## src/rtl/tank_hit_ctrl_if.sv

```systemverilog
// Tank hit controller bus: bullet/tank positions in, hit status out.
interface tank_hit_ctrl_if;
    logic [9:0] Tank_X;
    logic [9:0] Tank_Y;
    logic [9:0] Bullet_X;
    logic [9:0] Bullet_Y;
    logic       bullet_active;
    logic       bull_collide_flag;
    logic       bullet_kill;
    logic [3:0] health;
    logic       tank_dead;
    logic       invuln;

    // Driver of positions, consumer of hit status.
    modport master (
        output Tank_X, Tank_Y, Bullet_X, Bullet_Y, bullet_active,
        input  bull_collide_flag, bullet_kill, health, tank_dead, invuln
    );

    // The hit controller itself.
    modport slave (
        input  Tank_X, Tank_Y, Bullet_X, Bullet_Y, bullet_active,
        output bull_collide_flag, bullet_kill, health, tank_dead, invuln
    );
endinterface

```

## src/rtl/tank_hit_ctrl.sv

```systemverilog
// Per-frame bullet/tank collision test with saturating health and a
// post-hit invulnerability window.
//
// state  | meaning
// -------+-------------------------------------------------------------
// ALIVE  | hittable; an overlap costs DAMAGE and pulses flag/kill
// INVULN | hits ignored; cnt_q counts down the remaining frames
// DEAD   | health is 0; absorbing until Reset
module tank_hit_ctrl #(
    parameter logic [3:0] HEALTH_INIT   = 4'd5,
    parameter logic [3:0] DAMAGE        = 4'd1,
    parameter logic [9:0] HIT_RADIUS    = 10'd18,
    parameter logic [9:0] INVULN_FRAMES = 10'd60
) (
    input  logic            frame_clk,
    input  logic            Reset,
    tank_hit_ctrl_if.slave  bus
);

    typedef enum logic [1:0] {ALIVE = 2'd0, INVULN = 2'd1, DEAD = 2'd2} state_t;

    state_t      state_q, state_d;
    logic [3:0]  health_q, health_d;
    logic [9:0]  cnt_q, cnt_d;
    logic        flag_q, kill_q, pulse_d;
    logic        dead_q, dead_d;
    logic        invuln_q, invuln_d;

    logic signed [10:0] diff_x, diff_y;
    logic        [10:0] dx, dy;
    logic               overlap;
    logic        [3:0]  health_hit;

    // Signed 11-bit differences avoid unsigned wrap near the screen origin.
    always_comb begin
        diff_x  = $signed({1'b0, bus.Bullet_X}) - $signed({1'b0, bus.Tank_X});
        diff_y  = $signed({1'b0, bus.Bullet_Y}) - $signed({1'b0, bus.Tank_Y});
        dx      = diff_x[10] ? $unsigned(-diff_x) : $unsigned(diff_x);
        dy      = diff_y[10] ? $unsigned(-diff_y) : $unsigned(diff_y);
        overlap = bus.bullet_active
                  && (dx <= {1'b0, HIT_RADIUS})
                  && (dy <= {1'b0, HIT_RADIUS});
        health_hit = (health_q > DAMAGE) ? (health_q - DAMAGE) : 4'd0;
    end

    // State and registered outputs.
    always_ff @(posedge frame_clk or posedge Reset) begin
        if (Reset) begin
            state_q  <= ALIVE;
            health_q <= HEALTH_INIT;
            cnt_q    <= 10'd0;
            flag_q   <= 1'b0;
            kill_q   <= 1'b0;
            dead_q   <= 1'b0;
            invuln_q <= 1'b0;
        end else begin
            state_q  <= state_d;
            health_q <= health_d;
            cnt_q    <= cnt_d;
            flag_q   <= pulse_d;
            kill_q   <= pulse_d;
            dead_q   <= dead_d;
            invuln_q <= invuln_d;
        end
    end

    // Next-state selection.
    always_comb begin
        state_d = state_q;
        case (state_q)
            ALIVE:   if (overlap) state_d = (health_hit == 4'd0) ? DEAD : INVULN;
            INVULN:  if (cnt_q == 10'd0) state_d = ALIVE;
            default: state_d = state_q;
        endcase
    end

    // Next values of health, window counter and output flags.
    always_comb begin
        health_d = health_q;
        cnt_d    = cnt_q;
        pulse_d  = 1'b0;
        dead_d   = dead_q;
        invuln_d = invuln_q;
        case (state_q)
            ALIVE: begin
                if (overlap) begin
                    health_d = health_hit;
                    pulse_d  = 1'b1;
                    if (health_hit == 4'd0) begin
                        dead_d = 1'b1;
                    end else begin
                        invuln_d = 1'b1;
                        cnt_d    = INVULN_FRAMES - 10'd1;
                    end
                end
            end
            INVULN: begin
                // An overlap on the release edge is still ignored.
                if (cnt_q == 10'd0) invuln_d = 1'b0;
                else                cnt_d    = cnt_q - 10'd1;
            end
            default: ;
        endcase
    end

    assign bus.bull_collide_flag = flag_q;
    assign bus.bullet_kill       = kill_q;
    assign bus.health            = health_q;
    assign bus.tank_dead         = dead_q;
    assign bus.invuln            = invuln_q;

endmodule

```

## src/flat_wrapper.sv

```systemverilog
// flat-port wrapper written by rule: the top's interface ports become plain ports
module tank_hit_ctrl_flat 
#(
    parameter logic [3:0] HEALTH_INIT   = 4'd5,
    parameter logic [3:0] DAMAGE        = 4'd1,
    parameter logic [9:0] HIT_RADIUS    = 10'd18,
    parameter logic [9:0] INVULN_FRAMES = 10'd60
)
  (frame_clk, Reset, bus_Tank_X, bus_Tank_Y, bus_Bullet_X, bus_Bullet_Y, bus_bullet_active, bus_bull_collide_flag, bus_bullet_kill, bus_health, bus_tank_dead, bus_invuln);
  tank_hit_ctrl_if bus_i ();
  input  logic frame_clk;
  input  logic Reset;
  input wire logic [$bits(bus_i.Tank_X)-1:0] bus_Tank_X;
  input wire logic [$bits(bus_i.Tank_Y)-1:0] bus_Tank_Y;
  input wire logic [$bits(bus_i.Bullet_X)-1:0] bus_Bullet_X;
  input wire logic [$bits(bus_i.Bullet_Y)-1:0] bus_Bullet_Y;
  input wire logic [$bits(bus_i.bullet_active)-1:0] bus_bullet_active;
  output wire logic [$bits(bus_i.bull_collide_flag)-1:0] bus_bull_collide_flag;
  output wire logic [$bits(bus_i.bullet_kill)-1:0] bus_bullet_kill;
  output wire logic [$bits(bus_i.health)-1:0] bus_health;
  output wire logic [$bits(bus_i.tank_dead)-1:0] bus_tank_dead;
  output wire logic [$bits(bus_i.invuln)-1:0] bus_invuln;
  assign bus_i.Tank_X = bus_Tank_X;
  assign bus_i.Tank_Y = bus_Tank_Y;
  assign bus_i.Bullet_X = bus_Bullet_X;
  assign bus_i.Bullet_Y = bus_Bullet_Y;
  assign bus_i.bullet_active = bus_bullet_active;
  assign bus_bull_collide_flag = bus_i.bull_collide_flag;
  assign bus_bullet_kill = bus_i.bullet_kill;
  assign bus_health = bus_i.health;
  assign bus_tank_dead = bus_i.tank_dead;
  assign bus_invuln = bus_i.invuln;
  tank_hit_ctrl #(.HEALTH_INIT(HEALTH_INIT), .DAMAGE(DAMAGE), .HIT_RADIUS(HIT_RADIUS), .INVULN_FRAMES(INVULN_FRAMES)) u_core (.frame_clk(frame_clk), .Reset(Reset), .bus(bus_i));
endmodule
```

## config.mk

```make
export PLATFORM = sky130hd
export DESIGN_NAME = tank_hit_ctrl_flat
export DESIGN_NICKNAME = d
export VERILOG_FILES = /design/src/rtl/tank_hit_ctrl_if.sv /design/src/rtl/tank_hit_ctrl.sv /design/src/flat_wrapper.sv
export SDC_FILE = /design/constraint.sdc
export NUM_CORES = 1
export LEC_CHECK = 0
export ABC_AREA = 1
export ABC_CLOCK_PERIOD_IN_PS = 2200
export BUFFER_PORTS_ARGS = -buffer_cell sky130_fd_sc_hd__buf_2
export CAP_MARGIN = 20
export CORE_ASPECT_RATIO = 0.6
export CORE_MARGIN = 2
export CORE_UTILIZATION = 58
export CTS_CLUSTER_DIAMETER = 60
export CTS_CLUSTER_SIZE = 14
export DETAILED_ROUTE_END_ITERATION = 10
export PLACE_DENSITY = 0.82
export SYNTH_ARGS = -nofsm -noshare
export SYNTH_HDL_FRONTEND = slang
export SYNTH_SLANG_ARGS = --single-unit
export TNS_END_PERCENT = 10
```

## constraint.sdc

```tcl
create_clock -name frame_clk -period 2.2 [get_ports frame_clk]
set_clock_uncertainty 0.05 [all_clocks]
set_input_delay 0.11 -clock frame_clk [delete_from_list [all_inputs] [get_ports frame_clk]]
set_output_delay 0.11 -clock frame_clk [all_outputs]
set_load 0.02 [all_outputs]
```

Word level (Yosys, flattened, before mapping)
Index checks and enable logic that the tools add are counted.
- bits in registers: 19
- bits in latches: 0
- memory bits (writable): 0
- bits in read-only memories: 0
- input bits: 43
- logic and storage cells: 48
- memories kept: 0
- $add $sub $neg: 6
- multipliers: 0
- div/mod/pow operators: 0
- magnitude comparators: 3
- equality and inequality tests: 5
- shift-type cells: 0
- multiplexer cells: 17
- bitwise logic cells: 0
- reductions and logical operators: 11
- operators by type and width (operator ; number):
    10-bit 2-to-1 mux ; 3
    11-bit by 5-bit <= comparator with 1-bit output (second input constant) ; 2
    11-bit 2-to-1 mux ; 2
    11-bit negator ; 2
    10-bit by 10-bit subtractor with 11-bit output ; 2
    10-bit case mux with 2 select lines ; 1
    10-bit zero test ; 1
    10-bit by 1-bit subtractor with 10-bit output (second input constant) ; 1
    4-bit AND reduction ; 2
    2-bit 2-to-1 mux ; 3
    3-bit AND reduction ; 2
    1-bit 2-to-1 mux ; 5
    4-bit by 1-bit > comparator with 1-bit output (second input constant) ; 1
    4-bit zero test ; 1
    4-bit 2-to-1 mux ; 1
    2-bit by 1-bit != test with 1-bit output (second input constant) ; 2
    2-bit != test (second input constant) ; 2
    2-bit case mux with 2 select lines ; 1
    4-bit by 1-bit subtractor with 4-bit output (second input constant) ; 1
    2-bit by 1-bit == test with 1-bit output (second input constant) ; 1
    1-bit logical AND ; 2
    2-bit zero test ; 1
    1-bit case mux with 2 select lines ; 1
    2-bit AND reduction ; 1
    2-bit nonzero test ; 1

Depth between registers and ports, before layout
Gate-level depths: netlist of run 1.
- depth after elaboration: 8
- depth in mapped cells: 23
- gate-level depth less buffers: 22

Worst setup path after synthesis of run 1
OpenSTA, ideal clock, no wires.
- path type: input to register
- from: input port bus_Bullet_X[0]
- to: register u_core.cnt_q[3]
- setup time: 0.125 ns
- arrival time: 2.373 ns
- data required time: 2.025 ns
- setup slack: -0.348 ns
- cell stages on the path: 20
- path through: inv_1 > ha_1 > inv_1 > fa_1 > or2_2 > nor2_2 > nand3_1 > nor2_2 > nand3_1 > nand2_1 > nand2_1 > nand2_1 > nand3_1 > nor2_2 > nand3_1 > nand2_2 > nand2_2 > buf_6 > nand2_1 > o21ai_2
- cells in the longest elaborated chain, start to end: 8
- ends and longest elaborated chain (what ; RTL line ; text):
    from (decl) ; flat_wrapper.sv:15 ; input wire logic [$bits(bus_i.Bullet_X)-1:0] bus_Bullet_X;
    10-bit by 10-bit subtractor with 11-bit output (*) ; tank_hit_ctrl.sv:36 ; diff_x = $signed({1'b0, bus.Bullet_X}) - $signed({1'b0, bus.Tank_X});
    11-bit negator ; tank_hit_ctrl.sv:38 ; dx = diff_x[10] ? $unsigned(-diff_x) : $unsigned(diff_x);
    11-bit 2-to-1 mux (*) ; tank_hit_ctrl.sv:38 ;
    11-bit by 5-bit <= comparator with 1-bit output (*) ; tank_hit_ctrl.sv:41 ; && (dx <= {1'b0, HIT_RADIUS})
    1-bit logical AND (*) ; tank_hit_ctrl.sv:41 ;
    1-bit logical AND (*) ; tank_hit_ctrl.sv:42 ; && (dy <= {1'b0, HIT_RADIUS});
    2-bit by 1-bit != test with 1-bit output (no source line) (*) ; - ;
    4-bit AND reduction (no source line) (*) ; - ;
    to (signal assigned) ; tank_hit_ctrl.sv:59 ; cnt_q <= cnt_d;
    to (decl) ; tank_hit_ctrl.sv:24 ; logic [9:0] cnt_q, cnt_d;
Every way passes the cells marked *; elsewhere a longest branch is shown, timed or not.
A chain may end at the register's enable or synchronous reset.

Worst setup path in the final report of run 1
- from: input port bus_Bullet_X[0]
- to: register u_core.cnt_q[5]
The elaborated chain is that of the path after synthesis.

==> qor.csv, run 1 <==
metric;value;unit
setup_viol;19;
gp_congestion;0.869;
critPathMostFrequentCell;nor2_2;
cp_num_buf_inv;4;
syn2layout_area_growth;36.4;%
cts_htree_levels;1;
grt_pass1_vias;3178;
worstMarginPinSlew;726;ps
numCtsBuffers;3;
portBuffers;50;
crit_required;2300;ps
initial_core_util;61.6;%
fin_nets;666;
clockRootBuffer;clkbuf_8;
grt_max_degree;20;
synth_fp_nets;554;
synthFlopType;dfrtp_1;
synth_warnings;0;
crit_slowest_cell;fa_2;
cp-end-kind;flip-flop;
synth_edf_count;0;
status;finished with violations;
worstSetupPathType;primary input to flip-flop;
max_cap_violations;0;
finalPower;1.50;mW
placedCellCount;647;
wl_per_cell;11.9;µm
crit_family;simple AND/OR/NAND/NOR gates;
clk_pin_slew;70;ps
cp_data_arrival_time;2530;ps
timing.hold.ws;437;ps
finalCritPeriodShare;111;%
firstDrtPassIters;5;
holdCritPathClass;flip-flop to flip-flop;
synth-seq-area-share;16.7;%
fmaxAchievable;411;MHz
rsz0062_at_grt;true;
max-slew-margin-rel;51.6;%
drcViolationCount;0;
vias;3408;
syn_avg_cell_area;5.91;µm²
setup_ws;-232;ps
io_pins;51;
overflow;0;
slowest_delay;430;ps
hold_violations;0;
netlist_instances;486;
async_reset_ff_share;100;%
cts_num_sinks;19;
leakagePower;2.23;nW
clk-insertion-delay-late;260;ps
critPathMaxFanout;10;
insertedDiodeCount;0;
violations;negative setup slack;
clk_path_buf_depth;2;
placed_area;3640;µm²
slew_viol_final;0;
first_iter_violations;186;
power.density;382;nW/µm²
crit_chain;buf_8, inv_12, ha_4, inv_4, fa_2, or2_4, nor2_4, nand3_2, nor2_2, nor2_1, xor2_1, nand2_1, nor2_2, nand2_1, nor2_2, nand3_1, nand2_2, nand2_4, buf_12, nand2_2, o21ai_2;
netlist_area;2870;µm²
cts_tree;done;
grt_pass1_wl;13300;µm
place_hpwl;6140;µm
num_rows;19;
dieWidth;94.8;µm
core_area;4660;µm²
antenna_found_initial;0;
start_kind;primary input;
wl;7880;µm
ys_seq_elements;19;
die_h;58.5;µm
avgViaCountPerCell;5.16;
grt.total_usage;29.4;%
vdd_drop_max;0.000245;V
finalInstanceArea;3920;µm²
timing.final.crit_period;2430;ps
die_area;5550;µm²
drive_above_1_share;33.2;%
ys_types;33;
fin_cells;660;
ant_nets;0;
nFillCells;332;
path summary, 6_finish.rpt:
check / startpoint / end / slack [ps] / cells after the start
max in group asynchronous: Reset / u_core.bus.health[3] / 1160 / 3
min reg2reg: u_core.bus.tank_dead / u_core.bus.tank_dead / 440 / 1
min in group asynchronous: Reset / u_core.cnt_q[3] / 480 / 3
min: u_core.bus.tank_dead / u_core.bus.tank_dead / 440 / 1
max reg2reg: u_core.bus.health[0] / u_core.cnt_q[5] / -60 / 13
max: bus_Bullet_X[0] / u_core.cnt_q[5] / -230 / 21
cells in the mapped netlist, types with 2 or more instances:
library cell  count  share of area [%]
dfstp_2           2                1.8
xnor2_1           4                1.2
nand3_1          53                9.2
a21oi_1           8                1.4
fa_1              2                1.4
a31oi_1           2               0.44
inv_2             2               0.26
nor2_1           44                5.8
dfrtp_1          17                 15
ha_1             23                 10
nand4_1          10                2.2
nor3b_1           2               0.52
xor2_1            7                2.1
inv_1            76                9.9
nor2_2            7                1.5
buf_6             3                1.2
nand3b_1          5                1.3
or2_2             6                1.3
nand2_1         163                 21
nand2_2          11                2.4
o21bai_1          4                1.0
o21ai_0          12                2.1
nor3_1            3               0.52
o21ai_2          11                3.4
sequential cells by signal, indices dropped and copies added (netlist names):
| name | flops |
|---|---|
| u_core.bus.bull_collide_flag | 1 |
| u_core.bus.health | 4 |
| u_core.bus.invuln | 1 |
| u_core.bus.tank_dead | 1 |
| u_core.cnt_q | 10 |
| u_core.state_q | 2 |
logic make-up (layout without fill, tap and decap cells):
family,Yosys count,count (layout),share of synthesized area (%)
xor gates and xnor gates,11,11,3.36
AOI/OAI and AO/OA,42,42,9.98
and+or+nand+nor,306,306,46.8
DFF,19,19,16.7
adders and majority gates,25,25,11.4
buffers and inverters,83,194,11.8
stage by stage:
stage                     setup slack [ps]  TNS (ps)  utilization (%)
after floorplan                       -254     -3420                -
after global placement                -520     -9050             78.1
after detailed placement              -673    -11700             78.1
after CTS                             -213     -3180             82.9
after global routing                  -368     -6210             84.0
final                                 -232     -3450             84.0
layout by cell type, fill, tap and decap left out, types with 3 or more instances in the layout:
| master | instances |
|---|---|
| nand3_1 | 46 |
| nand2_4 | 5 |
| clkbuf_8 | 3 |
| dfrtp_1 | 17 |
| buf_4 | 57 |
| nand3_2 | 7 |
| xnor2_1 | 4 |
| nand2_1 | 147 |
| o21bai_1 | 4 |
| nor2_4 | 3 |
| nand2_2 | 22 |
| inv_2 | 3 |
| ha_2 | 3 |
| or2_2 | 4 |
| buf_2 | 49 |
| a21oi_2 | 3 |
| nand4_1 | 10 |
| nor2_1 | 40 |
| ha_1 | 19 |
| nor2_2 | 8 |
| inv_1 | 71 |
| nor3_1 | 3 |
| a21oi_1 | 6 |
| o21ai_2 | 11 |
| xor2_1 | 6 |
| nand3b_1 | 5 |
| o21ai_1 | 3 |
| o21ai_0 | 9 |
final cells by class:
| cell class | count | area (µm²) | share of cell area [%] |
|---|---|---|---|
| multi-input combinational | 384 | 2230 | 57.0 |
| timing repair buffer | 112 | 768 | 19.6 |
| sequential | 19 | 478 | 12.2 |
| inverter | 78 | 315 | 8.05 |
| tap | 63 | 78.8 | 2.01 |
| clock buffer | 4 | 45.0 | 1.15 |
routing by layer:
layer | vias up | global-route usage, % | wire, µm
met2 | 110 | 52.8 | 3820
met3 | 11 | 3.33 | 416
met1 | 1520 | 38.7 | 3570
met4 | 0 | 6.42 | 75
li1 | 1767 | - | -
met5 | - | 0 | 0
report_power, final:
part	switching, mW	leakage, nW	internal, mW
Clock	0.117	0.0228	0.129
Sequential	0	0.248	0.349
Combinational	0.503	1.96	0.397
Total	0.621	2.23	0.875
what timing repair did:
action	in CTS	in global routing
gates cloned	1	0
pin swaps	20	2
endpoints found under the setup margin	19	19
gates resized for setup	24	18
setup buffers	8	0
hold endpoints to repair	17	0
hold buffers	1	0
No activity file was read; power rests on OpenSTA's default activity.
==> run 2: changes to the inputs <==
--- a/config.mk
+++ b/config.mk
@@ -7,7 +7,7 @@
 export LEC_CHECK = 0
 export ABC_AREA = 1
 export ABC_CLOCK_PERIOD_IN_PS = 2200
-export BUFFER_PORTS_ARGS = -buffer_cell sky130_fd_sc_hd__buf_2
+export BUFFER_PORTS_ARGS = -buffer_cell sky130_fd_sc_hd__clkbuf_2
 export CAP_MARGIN = 20
 export CORE_ASPECT_RATIO = 0.6
 export CORE_MARGIN = 2
==> run 2 against run 1 <==
Effect of this change:
- the run still ends with negative setup slack left
- global-route usage is 1.1 points lower
- cell area is 0.67% lower
- first-iteration DRC count is 66% higher
- critical path depth stayed put
- die area stayed put
- largest power group unchanged
==> qor.csv, run 2 (same netlist as run 1, synthesis figures left out) <==
metric;value;unit
top_layer_used;met4;
vdd_drop_max;0.000228;V
crit_slowest_cell;fa_2;
slowest_delay;430;ps
cp_data_arrival_time;2510;ps
clk-insertion-delay-late;270;ps
first_iter_violations;308;
setup_viol;18;
clockRootBuffer;clkbuf_8;
core_area;4660;µm²
grt_pass1_wl;13000;µm
seqCellArea;478;µm²
antenna_found_initial;0;
cts_tree;done;
crit_family;simple AND/OR/NAND/NOR gates;
setup_ws;-202;ps
clk_pin_slew;80;ps
crit_required;2310;ps
firstDrtPassIters;8;
critPathMaxFanout;10;
fin_nets;666;
start_kind;primary input;
cp_num_buf_inv;4;
grt_max_degree;20;
status;finished with violations;
wl_per_cell;11.5;µm
startpoint;bus_Bullet_X[0];
wl_met1;3490;µm
grt_pass1_vias;3139;
tns;-2730;ps
drive_above_1_share;32.0;%
final_cell_mix;149 x nand2_1, 72 x inv_1, 58 x buf_4, 49 x nand3_1, 49 x clkbuf_2;
overflow;0;
fmaxAchievable;416;MHz
power.density;381;nW/µm²
wl;7590;µm
initial_core_util;61.6;%
holdCritPathClass;primary input to flip-flop;
max_cap_violations;0;
cts_num_sinks;19;
gp_congestion;0.877;
final_common_cell;nand2_1;
worstHoldStart;bus_bullet_active;
crit_chain;clkbuf_16, inv_12, ha_4, inv_4, fa_2, or2_4, nor2_4, nand3_2, nor2_2, nor2_1, xor2_1, nand2_1, nor2_1, nand2_1, nor2_2, nand3_2, nand2_2, nand2_4, buf_12, nand2_2, o21ai_2;
finalCritPeriodShare;109;%
top_register;u_core.cnt_q;
numCtsBuffers;3;
insertedDiodeCount;0;
worstMarginPinSlew;689;ps
drcViolationCount;0;
worstSetupPathType;primary input to flip-flop;
portBuffers;50;
die_area;5550;µm²
r2r_slack;-80;ps
violations;negative setup slack;
met2_length;3450;µm
rsz0062_at_grt;true;
slew_viol_final;0;
wl_met3;490;µm
num_rows;19;
die_h;58.5;µm
avgViaCountPerCell;5.19;
cp-end-kind;flip-flop;
largest_reg_flops;10;
leakagePower;2.24;nW
multi_input_area;2200;µm²
r2r_start;u_core.cnt_q[0];
final_util;83.5;%
dieWidth;94.8;µm
cts_htree_levels;1;
timing.final.crit_period;2400;ps
clk_path_buf_depth;2;
place_hpwl;5950;µm
io_pins;51;
hold_violations;0;
grt.total_usage;28.3;%
max-slew-margin-rel;54.0;%
syn2layout_area_growth;35.5;%
vias;3426;
ant_nets;0;
nFillCells;330;
-- run 2: changes by cell type in the layout (fill, tap and decap cells not counted), moves of 2 or more --
cell / previous run / this run
nor2_1: 40 / 42
nand2_1: 147 / 149
nand3_2: 7 / 4
o21ai_1: 3 / 1
clkbuf_2: 0 / 49
nand3_1: 46 / 49
buf_2: 49 / 0
-- run 2: worst paths after layout --
| kind | depth (start not counted) | end |
|---|---|---|
| worst max-delay path | 21 | u_core.cnt_q[0] |
| worst min-delay path | 8 | u_core.bus.health[2] |
| worst max register to register | 13 | u_core.cnt_q[0] |
| worst min register to register | 2 | u_core.bus.invuln |
| max in group asynchronous | 3 | u_core.cnt_q[8] |
| min in group asynchronous | 3 | u_core.bus.invuln |
-- run 2: per-layer routing --
metal / global-route usage (%) / vias to the layer above
met1: 38.5 / 1499
met4: 10.6 / 0
met3: 2.56 / 18
met5: 0 / -
li1: - / 1769
met2: 47.4 / 140
-- run 2: worst register-to-register path: stages, from the launching register on --
cell	delay, ps
dfrtp_1	400
inv_1	130
ha_1	220
nand2_1	120
inv_1	80
nand2_1	90
nor2_1	120
nand2_1	80
o31ai_1	330
nand2_1	190
nand2_4	140
buf_12	150
nand2_2	60
o21ai_2	50
-- run 2: stage by stage --
stage               cell area, µm²  hold slack, ps  total power [mW]  worst slack [ps]  instances
finish                        3890             405              1.48              -202        660
global route                  3890             464              1.60              -366        660
CTS                           3840             369              1.45              -203        658
detailed placement            3650             182              1.16              -637        648
global placement              3650             166              1.14              -495        648
floorplan                     2950            9.65             0.884              -254        486
-- run 2: layout make-up --
cell class,instances,area share [%]
sequential,19,12.3
clock inverter,1,0.193
tap,63,2.03
multi-input combinational,384,56.5
clock buffer,3,1.06
timing repair buffer,112,19.9
inverter,78,8.04
-- run 2: power breakdown --
part | switching (mW) | internal (mW)
combinational | 0.485 | 0.386
sequential | 0 | 0.349
clock | 0.133 | 0.128
-- run 2: timing repair --
item / in CTS / in global routing
endpoints found under the setup margin: 19 / 19
resized for setup: 19 / 10
buffers inserted: 4 / 2
endpoints found under the hold margin: 17 / 0
pin swaps: 13 / 8
gates cloned: 1 / 0
hold buffers: 1 / 0
